## config.mk

```make
export PLATFORM = sky130hd
export DESIGN_NAME = instr_mem_responder
export DESIGN_NICKNAME = d
export VERILOG_FILES = /design/src/rtl/instr_mem_responder.sv
export SDC_FILE = /design/constraint.sdc
export NUM_CORES = 1
export LEC_CHECK = 0
export ABC_CLOCK_PERIOD_IN_PS = 10200
export BUFFER_PORTS_ARGS = -buffer_cell sky130_fd_sc_hd__buf_2
export CAP_MARGIN = 30
export CORE_ASPECT_RATIO = 1.1
export CORE_MARGIN = 4
export CORE_UTILIZATION = 45
export DETAILED_ROUTE_END_ITERATION = 7
export MAX_ROUTING_LAYER = met4
export PLACE_DENSITY = 0.76
export SLEW_MARGIN = 20
export SYNTH_ARGS = -nofsm -noshare
export SYNTH_HDL_FRONTEND = slang
export SYNTH_SLANG_ARGS = --single-unit
```

## constraint.sdc

```tcl
create_clock -name clk -period 10.2 [get_ports clk]
set_clock_uncertainty 0.1 [all_clocks]
set_input_delay 0.51 -clock clk [delete_from_list [all_inputs] [get_ports clk]]
set_output_delay 0.51 -clock clk [all_outputs]
set_load 0.005 [all_outputs]
```

## src/rtl/instr_mem_responder.sv

```systemverilog
// Instruction-fetch responder: serves single fetches straight from a 32-bit memory port,
// supporting halfword-aligned PCs and 32-bit instructions that straddle a word boundary.
package instr_mem_pkg;
  typedef enum logic [1:0] {
    IF_FETCH   = 2'd0,
    IF_BRANCH  = 2'd1,
    IF_FENCE_I = 2'd2,
    IF_SFENCE  = 2'd3
  } if_reason_t;
endpackage

module instr_mem_responder
  import instr_mem_pkg::*;
#(
  parameter int unsigned     XLEN     = 64,
  parameter logic [XLEN-1:0] MEM_BASE = '0,
  parameter logic [XLEN-1:0] MEM_SIZE = XLEN'(17'h10000)
) (
  input  logic            clk,
  input  logic            rst,
  input  logic            req_valid,
  input  logic [XLEN-1:0] req_pc,
  input  if_reason_t      req_reason,
  input  logic            req_prv,
  input  logic            req_sum,
  input  logic [XLEN-1:0] req_atp,
  output logic            resp_valid,
  output logic [31:0]     resp_instr,
  output logic [XLEN-1:0] resp_pc,
  output logic            resp_exception,
  output logic            mem_req_valid,
  input  logic            mem_req_ready,
  output logic [XLEN-1:0] mem_req_addr,
  input  logic            mem_resp_valid,
  input  logic [31:0]     mem_resp_data
);

  typedef enum logic [1:0] {S_IDLE, S_ISSUE, S_WAIT, S_FAULT} state_t;

  state_t          state_q, state_d;
  logic [XLEN-1:0] pc_q, pc_d;
  logic [3:0]      mode_q, mode_d;
  logic            hi_q, hi_d;
  logic            stale_q, stale_d;
  logic [15:0]     lo_q, lo_d;
  logic            mem_req_valid_q, mem_req_valid_d;
  logic [XLEN-1:0] mem_req_addr_q, mem_req_addr_d;
  logic            resp_valid_q, resp_valid_d;
  logic [31:0]     resp_instr_q, resp_instr_d;
  logic [XLEN-1:0] resp_pc_q, resp_pc_d;
  logic            resp_exc_q, resp_exc_d;

  logic            launch, respond, fault_resp, launch_fault;
  logic            req_fault, pend_fault, next_in_range;
  logic [31:0]     rsp_instr;
  logic [XLEN-1:0] pc_even_q, req_pc_even;

  // Sideband fields carry no meaning without a cache or MMU.
  logic unused_inputs;
  assign unused_inputs = ^{req_reason, req_prv, req_sum, req_atp[XLEN-5:0]};

  function automatic logic in_range(input logic [XLEN-1:0] a);
    return (a >= MEM_BASE) && ((a - MEM_BASE) < MEM_SIZE);
  endfunction

  assign req_pc_even   = {req_pc[XLEN-1:1], 1'b0};
  assign pc_even_q     = {pc_q[XLEN-1:1], 1'b0};
  assign req_fault     = (req_atp[XLEN-1:XLEN-4] != 4'd0) || !in_range(req_pc_even);
  assign pend_fault    = (mode_q != 4'd0) || !in_range(pc_even_q);
  assign next_in_range = in_range(pc_even_q + XLEN'(2));

  always_comb begin
    state_d         = state_q;
    pc_d            = pc_q;
    mode_d          = mode_q;
    hi_d            = hi_q;
    stale_d         = stale_q;
    lo_d            = lo_q;
    mem_req_valid_d = mem_req_valid_q;
    mem_req_addr_d  = mem_req_addr_q;
    resp_valid_d    = 1'b0;
    resp_instr_d    = resp_instr_q;
    resp_pc_d       = resp_pc_q;
    resp_exc_d      = resp_exc_q;
    launch          = 1'b0;
    respond         = 1'b0;
    fault_resp      = 1'b0;
    rsp_instr       = '0;

    if (req_valid) begin
      pc_d   = req_pc;
      mode_d = req_atp[XLEN-1:XLEN-4];
    end

    case (state_q)
      S_IDLE: begin
        if (req_valid) launch = 1'b1;
      end
      S_FAULT: begin
        state_d = S_IDLE;
        if (req_valid) launch = 1'b1;
      end
      S_ISSUE: begin
        if (req_valid) stale_d = 1'b1;
        if (mem_req_ready) begin
          mem_req_valid_d = 1'b0;
          state_d         = S_WAIT;
        end
      end
      S_WAIT: begin
        if (mem_resp_valid) begin
          // Superseded or stale data is dropped; the newest request is started instead.
          if (req_valid || stale_q) begin
            launch = 1'b1;
          end else if (hi_q) begin
            respond   = 1'b1;
            rsp_instr = {mem_resp_data[15:0], lo_q};
          end else if (!pc_q[1]) begin
            respond   = 1'b1;
            rsp_instr = mem_resp_data;
          end else if (mem_resp_data[17:16] != 2'b11) begin
            respond   = 1'b1;
            rsp_instr = {16'h0000, mem_resp_data[31:16]};
          end else begin
            lo_d = mem_resp_data[31:16];
            if (!next_in_range) begin
              fault_resp = 1'b1;
            end else begin
              hi_d            = 1'b1;
              mem_req_addr_d  = mem_req_addr_q + XLEN'(4);
              mem_req_valid_d = 1'b1;
              state_d         = S_ISSUE;
            end
          end
        end else if (req_valid) begin
          stale_d = 1'b1;
        end
      end
      default: state_d = S_IDLE;
    endcase

    launch_fault = req_valid ? req_fault : pend_fault;
    if (launch) begin
      stale_d = 1'b0;
      hi_d    = 1'b0;
      if (launch_fault) begin
        fault_resp = 1'b1;
      end else begin
        mem_req_addr_d  = {pc_d[XLEN-1:2], 2'b00};
        mem_req_valid_d = 1'b1;
        state_d         = S_ISSUE;
      end
    end

    if (respond) begin
      resp_valid_d = 1'b1;
      resp_instr_d = rsp_instr;
      resp_pc_d    = pc_q;
      resp_exc_d   = 1'b0;
      state_d      = S_IDLE;
    end

    // The fault response is registered on entry so it appears the cycle after the cause.
    if (fault_resp) begin
      resp_valid_d = 1'b1;
      resp_instr_d = '0;
      resp_pc_d    = pc_d;
      resp_exc_d   = 1'b1;
      state_d      = S_FAULT;
    end
  end

  always_ff @(posedge clk or posedge rst) begin
    if (rst) begin
      state_q         <= S_IDLE;
      pc_q            <= '0;
      mode_q          <= '0;
      hi_q            <= 1'b0;
      stale_q         <= 1'b0;
      lo_q            <= '0;
      mem_req_valid_q <= 1'b0;
      mem_req_addr_q  <= '0;
      resp_valid_q    <= 1'b0;
      resp_instr_q    <= '0;
      resp_pc_q       <= '0;
      resp_exc_q      <= 1'b0;
    end else begin
      state_q         <= state_d;
      pc_q            <= pc_d;
      mode_q          <= mode_d;
      hi_q            <= hi_d;
      stale_q         <= stale_d;
      lo_q            <= lo_d;
      mem_req_valid_q <= mem_req_valid_d;
      mem_req_addr_q  <= mem_req_addr_d;
      resp_valid_q    <= resp_valid_d;
      resp_instr_q    <= resp_instr_d;
      resp_pc_q       <= resp_pc_d;
      resp_exc_q      <= resp_exc_d;
    end
  end

  assign resp_valid     = resp_valid_q;
  assign resp_instr     = resp_instr_q;
  assign resp_pc        = resp_pc_q;
  assign resp_exception = resp_exc_q;
  assign mem_req_valid  = mem_req_valid_q;
  assign mem_req_addr   = mem_req_addr_q;

endmodule

```

== Yosys cells after proc, flatten, opt, wreduce, memory -nomap -nowiden ==
Index checks and enable logic that the tools add are counted.
Operators by class
  $add $sub $neg: 2
  $lt $le $gt $ge: 6
  equality and inequality tests: 6
  mux-type cells: 78
  bitwise logic cells: 3
  reduce and logical (&&, ||, !) cells: 19
Operators with widths (number)
  64-bit two-way mux: 12
  32-bit two-way mux: 7
  64-bit by 1-bit >= comparator with 1-bit output, second input constant: 3
  64-bit by 17-bit < comparator with 1-bit output, second input constant: 3
  64-bit by 2-bit adder with 64-bit output, second input constant: 1
  64-bit by 3-bit adder with 64-bit output, second input constant: 1
  1-bit two-way mux: 43
  2-bit two-way mux: 11
  16-bit two-way mux: 1
  4-bit nonzero test: 2
  1-bit one-hot mux with 2 select lines: 3
  2-bit one-hot mux with 3 select lines: 1
  6-bit AND reduction: 1
  2-bit nonzero test: 3
  2-bit == test, second input constant: 2
  2-bit inequality test, second input constant: 2
  1-bit logical AND: 3
  1-bit logical OR: 3
  3-bit inequality test, second input constant: 1
  1-bit NOT: 3
  3-bit AND reduction: 1
  3-bit nonzero test: 1
  2-bit by 1-bit == test with 1-bit output, second input constant: 1
  1-bit zero test: 2
  other kinds (3): 3
Word-level totals
  flip-flop bits (word level): 251
  input port bits: 169
  output and inout port bits: 163
  logic and storage cells: 126

== Logic depth before layout (Yosys ltp) ==
Gate-level depths: netlist (run 1).
  word-level depth: 14
  depth in mapped cells: 14
  depth with buffers taken out: 10

== Worst setup path after synthesis (run 1) ==
No wires, ideal clock.
  path kind: reg-to-reg
  start point: register pc_q[16]
  end point: register mem_req_addr_q[12] (netlist: mem_req_addr[12])
  setup time: 0.141 ns
  arrival time: 3.215 ns
  required time: 9.959 ns
  path slack: 6.744 ns
  stages on the path, launching flop included: 15
  buffers on the path: 4
  clock period less this slack: 3.456 ns
  cell sequence: dfrtp_1 > nand3_1 > nor4_1 > and2_1 > buf_2 > nand4_1 > xor2_1 > nand4_1 > or4_1 > buf_2 > nand2b_1 > buf_2 > clkbuf_1 > o41ai_1 > a31oi_1
On the way
  longest elaborated chain between the ends: 12
  elaborated cells between the ends (all ways): 19
  those cells by class: 1 x add/sub; 4 x order compare; 10 x mux; 4 x reduce/logical
Ends and longest elaborated chain
  start: declaration: line 41  | logic [XLEN-1:0] pc_q, pc_d;
  start signal: assignment: line 189  | pc_q <= pc_d;
  64-bit by 2-bit adder with 64-bit output: line 70  | assign next_in_range = in_range(pc_even_q + XLEN'(2));
  64-bit by 1-bit >= comparator with 1-bit output / 64-bit by 17-bit < comparator with 1-bit output (equally long branches): line 63  | return (a >= MEM_BASE) && ((a - MEM_BASE) < MEM_SIZE);
  1-bit logical AND: line 63
  64-bit two-way mux: line 126  | if (!next_in_range) begin
  64-bit two-way mux: line 121  | end else if (mem_resp_data[17:16] != 2'b11) begin
  64-bit two-way mux: line 118  | end else if (!pc_q[1]) begin
  64-bit two-way mux: line 115  | end else if (hi_q) begin
  64-bit two-way mux: line 113  | if (req_valid || stale_q) begin
  64-bit two-way mux: line 111  | if (mem_resp_valid) begin
  64-bit two-way mux: line 95  | case (state_q)
  64-bit two-way mux: line 146  | if (launch_fault) begin
  64-bit two-way mux *: line 143  | if (launch) begin
  via mem_req_addr_d[12]: line 47  | logic [XLEN-1:0] mem_req_addr_q, mem_req_addr_d;
  end signal: assignment: line 195  | mem_req_addr_q <= mem_req_addr_d;
  end: declaration: line 47
The timed path passes the listed nets; every way through them passes the cells marked *.
A chain may end at the register's enable or synchronous reset.

== Final worst setup path (run 1) ==
  start point: register pc_q[31]
  end point: register resp_pc_q[44] (netlist: resp_pc[44])
On the way
  longest elaborated chain between the ends: 13
  elaborated cells between the ends (all ways): 21
  those cells by class: 1 x add/sub; 4 x order compare; 11 x mux; 5 x reduce/logical
Ends and longest elaborated chain
  64-bit by 2-bit adder with 64-bit output: line 70
  64-bit by 1-bit >= comparator with 1-bit output / 64-bit by 17-bit < comparator with 1-bit output (equally long branches): line 63
  1-bit logical AND: line 63
  1-bit two-way mux: line 126
  1-bit two-way mux: line 121
  1-bit two-way mux: line 118
  1-bit two-way mux: line 115
  1-bit two-way mux: line 113
  1-bit two-way mux: line 111
  1-bit two-way mux: line 95
  1-bit two-way mux: line 146
  1-bit two-way mux *: line 143
  64-bit two-way mux / 2-bit nonzero test (equally long branches)
  end signal: assignment: line 198  | resp_pc_q <= resp_pc_d;
  end: declaration: line 50  | logic [XLEN-1:0] resp_pc_q, resp_pc_d;
Mark *: on every way between the ends. The rest lies on a longest branch, timed or not.

==> reports/qor.txt, run 1 <==
Yosys reg bits = 249
filler instances = 2661
chip width = 173 um
MaxCap Viol Count = 0
Critical Path Sink Type = flip-flop
Slowest-stage cell, CP = nor4_1
DR pass1 iterations = 6
row count = 66
Ports = 332
Max Freq = 188 MHz
DR top layer = met4
routed wl met3 = 3700 um
Setup-failing EPs final = 0
first-pass GRT wire length = 68600 um
Design Area, Final = 16000 um^2
Die H = 189 um
dpl cells = 1960
Worst Path Max Fanout = 59
switching power = 0.00116 W
Crit Reg-Reg Startpoint = pc_q[31]$_DFF_PP0_
routed len/inst = 21.7 um
Logic pwr share = 0.292
drt drc = 0
commonest cells in the netlist = dfrtp_1 (249), nand2_1 (130), nor2_1 (109)
Initial Util = 0.456
most common cell in the synthesized netlist = dfrtp_1
initial antenna violation count = 4
Mean Syn Cell Area = 9.58 um^2
post-synthesis sequential area ratio = 0.463
largest net degree at the start of global routing = 121
status = finished clean
Flop pwr share = 0.415
WHS = 0.000431 ns
setup TNS = 0 ns
Finished Layout Cells = 2017
worst setup path start = pc_q[31]$_DFF_PP0_
clock sinks = 249
CTS root buffer = clkbuf_16
Storage cell area = 6230 um^2
vias in the first global route = 12200
Via Count = 12500
post-synth top area share = 0.463
post-layout util = 0.541
Post-synth EDFFs = 0
met2 wire length = 20500 um
Synth area leader = dfrtp_1
Clk pin slew, worst setup/hold paths = 0.06 ns
grt ovf = 0
Total Die Area = 32800 um^2
Lkg Pwr = 7.47 nW
Syn Std Cell Area = 13500 um^2
CP Class = flip-flop to flip-flop
CTS tree = built
P_int = 0.00225 W
sw frac = 0.341
post-layout net count = 1790
power density over the cells = 213 nW/um^2
Final Hold Vio Count = 0
Slew @ Worst Pin = 0.968 ns
period utilisation layout = 0.522
post-place instance area = 15000 um^2
H-tree levels = 1
post-synthesis cell type count = 74
gr usage total = 0.263
Worst setup SP type = flip-flop
hold buffer count at cts = 0
met1 WL = 18000 um
critical path required time = 10.52 ns
Vias/cell = 6.21
TritonCTS buffer count = 28
post_cts resized = 0
YS warnings = 0
clk_lat worst skew = 0.55 ns
cell count after synthesis = 1406
Max IR drop VDD = 0.113 mV
area delta synth->final = 18.7%
post-CTS setup buffers = 0
IO Port Bufs = 265
Tmin final = 5.32 ns
DRT antenna net count = 0
Async SR Flop Fraction = 1.00
worst stage delay on the critical path = 0.74 ns
Worst Path Arrival = 5.65 ns
Clock Path Buffers = 3
RSZ-0062 raised after global routing = no
HP Class = input pin to asynchronous set/reset pin
Slew Limit Headroom = 0.349
Area contributors post-synth = dfrtp_1 (46%), a221o_1 (4.7%), mux2_2 (4.0%), nand2_1 (3.6%), and3_1 (3.5%)
CORE AREA = 29600 um^2
R2R Setup Slk = 4.88 ns
area of the multi-input gates = 6670 um^2
worst-path cell chain = nand4_2 > nor4_1 > nand4_1 > mux2i_1 > a21oi_1 > nand4_1 > or4_1 > buf_4 > nor3_2 > o21ai_4 > buf_4 > a221o_1
share of layout cells above drive strength 1 = 0.256
max-slew violations = 0
Top FF cell, synth = dfrtp_1
Detailed Place HPWL = 30500 um
Detailed Route WL = 43700 um
GP Congestion = 0.963
initial DRC count = 1267
power share of the clock group = 0.292
stage by stage:
step                      total power [W]  setup slack [ns]
after global routing              0.00359              4.66
after global placement            0.00239              4.58
final                             0.00341              4.88
after CTS                         0.00343              4.90
after floorplan                   0.00199              2.75
after detailed placement          0.00243              4.92
area by class of cell:
cell class                      count  area share
Sequential cell                   249       0.390
Timing Repair Buffer              285      0.0945
Tap cell                          374      0.0293
Multi-Input combinational cell   1004       0.417
Clock inverter                     18     0.00915
Inverter                           49      0.0120
Antenna cell                        4    0.000626
Clock buffer                       34      0.0478
cell families after synthesis:
family,share of synthesized area
mux,0.0565
fa+ha+maj,0.00372
buf+inv,0.0455
simple gates,0.256
xor+xnor,0.0124
compound gates,0.163
flops,0.463
other cells,0.000278
worst paths after layout:
check	to	cells after the start
worst min register to register	lo_q[1]$_DFFE_PP0P_	1
worst min-delay path	resp_pc[5]$_DFFE_PP0P_	2
worst max register to register	resp_pc[44]$_DFFE_PP0P_	12
min in group clk	lo_q[5]$_DFFE_PP0P_	3
worst max-delay path	resp_pc[44]$_DFFE_PP0P_	12
max in group asynchronous	mem_req_addr[59]$_DFF_PP0_	5
placed cells by master (no fill, tap or decap), types with 8 or more instances in the layout:
cell	instances
nand3b_1	8
a21oi_1	42
o21ai_0	21
nor4_1	42
nand4_1	58
nor2_1	107
o211ai_1	17
nor3_1	44
mux2_2	48
mux2i_1	22
clkinvlp_4	8
and2_1	10
and4_1	12
a31o_2	9
clkbuf_16	29
o31ai_1	20
a211oi_1	9
a221o_1	63
nand2b_1	34
a221oi_1	16
a31oi_1	11
nand3_1	60
o311ai_0	19
buf_4	19
xnor2_1	12
o21a_1	12
buf_2	264
inv_1	48
dfrtp_1	249
nand2_1	130
and3_1	76
critical path, delay by kind of cell, from the launching register on:
kind / cells / cell delay [ns]
flip-flops: 1 / 0.54
AND/OR/NAND/NOR: 6 / 2.66
buffers and inverters: 2 / 0.67
multiplexers: 1 / 0.19
AO/OA/AOI/OAI: 3 / 0.96
sequential cells by signal, indices dropped and copies added, names as in the netlist:
| signal | count |
|---|---|
| state_q | 2 |
| lo_q | 16 |
| hi_q | 1 |
| mem_req_addr | 62 |
| pc_q | 64 |
| mode_q | 4 |
| resp_exception | 1 |
| resp_pc | 64 |
| resp_valid | 1 |
| resp_instr | 32 |
| mem_req_valid | 1 |
| stale_q | 1 |
per-layer routing:
layer	vias to the layer above	global-route usage
met5	-	-
met4	0	0.0832
met3	87	0.0555
met2	557	0.418
met1	6142	0.340
li1	5738	-
power by group through the flow:
stage	Sequential, W	Clock (W)	Combinational (W)
CTS	0.00142	0.00101	0.00100
detailed placement	0.00143	0	0.000998
global placement	0.00142	0	0.000966
finish	0.00142	0.000997	0.000998
global route	0.00145	0.00106	0.00109
floorplan	0.00140	0	0.000597
No activity file was read; power rests on OpenSTA's default activity.
==> run 2, diff against run 1 <==
- ABC_AREA: not set -> 1
- ABC_CLOCK_PERIOD_IN_PS: 10200 -> 4900
- clock period: 10.2 -> 4.9 ns (I/O delays scaled with it)
==> run 2 against run 1 <==
Against the previous run:
- clock power grew 110%
- non-clock buffer count is 106 higher
- combinational power up 94%
- largest power group unchanged
- highest routed layer unchanged
==> reports/qor.txt, run 2 <==
Initial Util = 0.460 (+0.00488)
TritonCTS buffer count = 27 (-3.6%)
Max Freq = 221 MHz (+18%)
Syn Std Cell Area = 14100 um^2 (+4.9%)
share of layout cells above drive strength 1 = 0.158 (-0.0977)
IO Port Bufs = 265 (unchanged)
complex-gate fraction of the synthesized area = 0.0978 (-0.0649)
Slew Limit Headroom = 0.407 (+0.0585)
Detailed Route WL = 50700 um (+16%)
area delta synth->final = 26.5%
Async SR Flop Fraction = 1.00 (unchanged)
Detailed Place HPWL = 37700 um (+24%)
Finished Layout Cells = 2771 (+37%)
period utilisation layout = 0.924 (+0.402)
CP Class = flip-flop to flip-flop
filler instances = 2906 (+9.2%)
clk_lat worst skew = 0.56 ns (about the same)
cell count after synthesis = 1981 (+41%)
area of the multi-input gates = 6850 um^2 (+2.7%)
post-layout util = 0.583 (+0.0416)
CTS tree = built
Vias/cell = 5.42 (-13%)
chip width = 177 um (+2.3%)
Worst setup SP type = flip-flop
initial antenna violation count = 2 (-2)
commonest cells in the netlist = nand2_1 (672), dfrtp_1 (249), nor2_1 (233)
Synth Area in XOR/XNOR = 0.0211 (+0.00872)
DRT antenna net count = 0 (unchanged)
Simple-Gate Fraction of Synth Area = 0.360 (+0.104)
dpl cells = 2616 (+33%)
critical path required time = 5.30 ns (-5.22 ns)
gr usage total = 0.299 (+0.0361)
total power = 0.00684 W (+100%)
YS warnings = 0 (unchanged)
Worst Path Arrival = 4.92 ns (-0.73 ns)
Ports = 332 (unchanged)
routed len/inst = 18.3 um (-15%)
Worst Path Max Fanout = 56 (-5.1%)
MaxCap Viol Count = 0 (unchanged)
Post-synth EDFFs = 0 (unchanged)
largest family of logic cells by synthesized area = simple AND/OR/NAND/NOR gates
commonest non-fill, non-tap cell in the layout = nand2_1
worst-path cell chain = nand2_2 > nor2_4 > nand2_1 > inv_1 > nand2_1 > nand2_1 > nand2_1 > nor2_1 > nand3_1 > nor2_1 > nand2_1 > nor2_4 > nand2_4 > nand2_1 > o21ai_4 > nor2_4 > buf_4 > nand2_1 > nand3_1 > dlygate4sd3_1
post-synthesis cell type count = 43 (-42%)
worst stage delay on the critical path = 0.59 ns (-0.15 ns)
Setup-failing EPs final = 0 (unchanged)
GP Congestion = 1.01 (+5.4%)
drt drc = 0 (unchanged)
HP Class = input pin to flip-flop
CTS root buffer = clkbuf_16
setup TNS = 0 ns (unchanged)
Total Die Area = 34300 um^2 (+4.7%)
Yosys reg bits = 249 (unchanged)
vias in the first global route = 15100 (+23%)
Final Hold Vio Count = 0 (unchanged)
Critical Path Sink Type = flip-flop
most common cell in the synthesized netlist = nand2_1
post-synthesis sequential area ratio = 0.441 (-0.0216)
Synth Area in Adders = 0.00354 (-0.000173)
post-synth top area share = 0.441 (-0.0216)
Max IR drop VDD = 0.427 mV (+280%)
Slowest-stage cell, CP = dfrtp_1
post-layout net count = 2510 (+40%)
Storage cell area = 6230 um^2 (unchanged)
setup ws final = 0.372 ns (-4.51 ns)
Via Count = 15000 (+20%)
grt ovf = 0 (unchanged)
commonest cells after routing, fill and taps aside = nand2_1 (672), buf_2 (264), dfrtp_1 (249)
post-placement setup slack = 0.886 ns (-4.03 ns)
H-tree levels = 1 (unchanged)
DR pass1 iterations = 5 (-1)
RSZ-0062 raised after global routing = no
status = finished clean
initial DRC count = 1018 (-20%)
Top FF cell, synth = dfrtp_1
Area contributors post-synth = dfrtp_1 (44%), nand2_1 (18%), nor2_1 (6.2%), inv_1 (5.2%), o21ai_0 (4.0%)
multiplexer share of the synthesized area = 0.000709 (-0.0558)
Lkg Pwr = 8.71 nW (+17%)
Mean Syn Cell Area = 7.13 um^2 (-26%)
post-CTS setup buffers = 0 (unchanged)
largest net degree at the start of global routing = 135 (+12%)
CP most frequent cell = nand2_1
Tmin final = 4.53 ns (-0.793 ns)
Slew @ Worst Pin = 0.887 ns (-0.0809 ns)
CORE AREA = 30700 um^2 (+3.8%)
clock sinks = 249 (unchanged)
post_cts resized = 0 (unchanged)
Synth area leader = dfrtp_1
max-slew violations = 0 (unchanged)
row count = 67 (+1.5%)
first-pass GRT wire length = 80400 um (+17%)
power density over the cells = 383 nW/um^2 (+79%)
Die H = 194 um (+2.3%)
Clock Path Buffers = 3 (unchanged)
Clk pin slew, worst setup/hold paths = 0.06 ns (about the same)
## run 2: cell types whose count changed after synthesis, moves of 21 or more
cell,change
nand2_1,+542
inv_1,+145
nor2_1,+124
o21ai_0,+91
and3_1,-75
a22oi_1,+64
a221o_1,-63
mux2_2,-48
nand3_1,+39
clkbuf_1,-35
nand2b_1,-35
xor2_1,+23
mux2i_1,-21
## run 2: through the flow
step	cell area, um^2	hold slack (ns)
after detailed placement	15900	0.339
after global placement	15900	0.334
after CTS	17800	0.0693
after floorplan	14100	0.262
final	17900	0.111
after global routing	17900	0.121
## run 2: final cells by class
class                   instances  area share
diodes                          2    0.000280
clock buffers                  31      0.0403
clock inverters                16      0.0102
inverters                     203      0.0428
multi-input cells            1465       0.383
flip-flops and latches        249       0.349
well taps                     414      0.0290
repair buffers                391       0.145
## run 2: worst max-delay path, delay by kind of cell, from the launching register on
kind                   cells  cell delay, ns
AO/OA/AOI/OAI              1            0.09
buffers and inverters      3            1.29
flip-flops                 1            0.59
AND/OR/NAND/NOR           16            2.35
## run 2: routing by layer
layer,GRT usage,up-vias,routed length [um]
met3,0.0394,146,3120
met2,0.501,576,24900
met1,0.358,7124,19900
met4,0.137,0,2790
met5,-,-,0
li1,-,7179,-
## run 2: timing repair
action,in CTS,in global routing
endpoints found under the setup margin,0,0
endpoints found under the hold margin,190,0
hold buffers,105,0
## run 2: logic make-up after synthesis
logic type	after synthesis
compound gates	234
xor+xnor	34
fa+ha+maj	4
buf+inv	268
flops	249
mux	1
other cells	1
simple gates	1190
## run 2: final timing paths
kind | from | endpoint | slack (ns) | cells after the start
worst max-delay path | pc_q[1]$_DFF_PP0_ | resp_instr[3]$_DFFE_PP0P_ | 0.37 | 20
worst min-delay path | req_valid | mode_q[2]$_DFFE_PP0P_ | 0.11 | 3
worst max register to register | pc_q[1]$_DFF_PP0_ | resp_instr[3]$_DFFE_PP0P_ | 0.37 | 20
worst min register to register | lo_q[0]$_DFFE_PP0P_ | lo_q[0]$_DFFE_PP0P_ | 0.35 | 2
max in group asynchronous | rst | pc_q[20]$_DFF_PP0_ | 3.26 | 5
min in group asynchronous | rst | pc_q[30]$_DFF_PP0_ | 0.16 | 3
## run 2: power by group
part	switching, W	leakage (nW)	internal [W]
combinational	0.00120	5.17	0.000740
clock	0.000878	0.448	0.00122
sequential	0.000289	3.09	0.00252
total	0.00236	8.71	0.00448
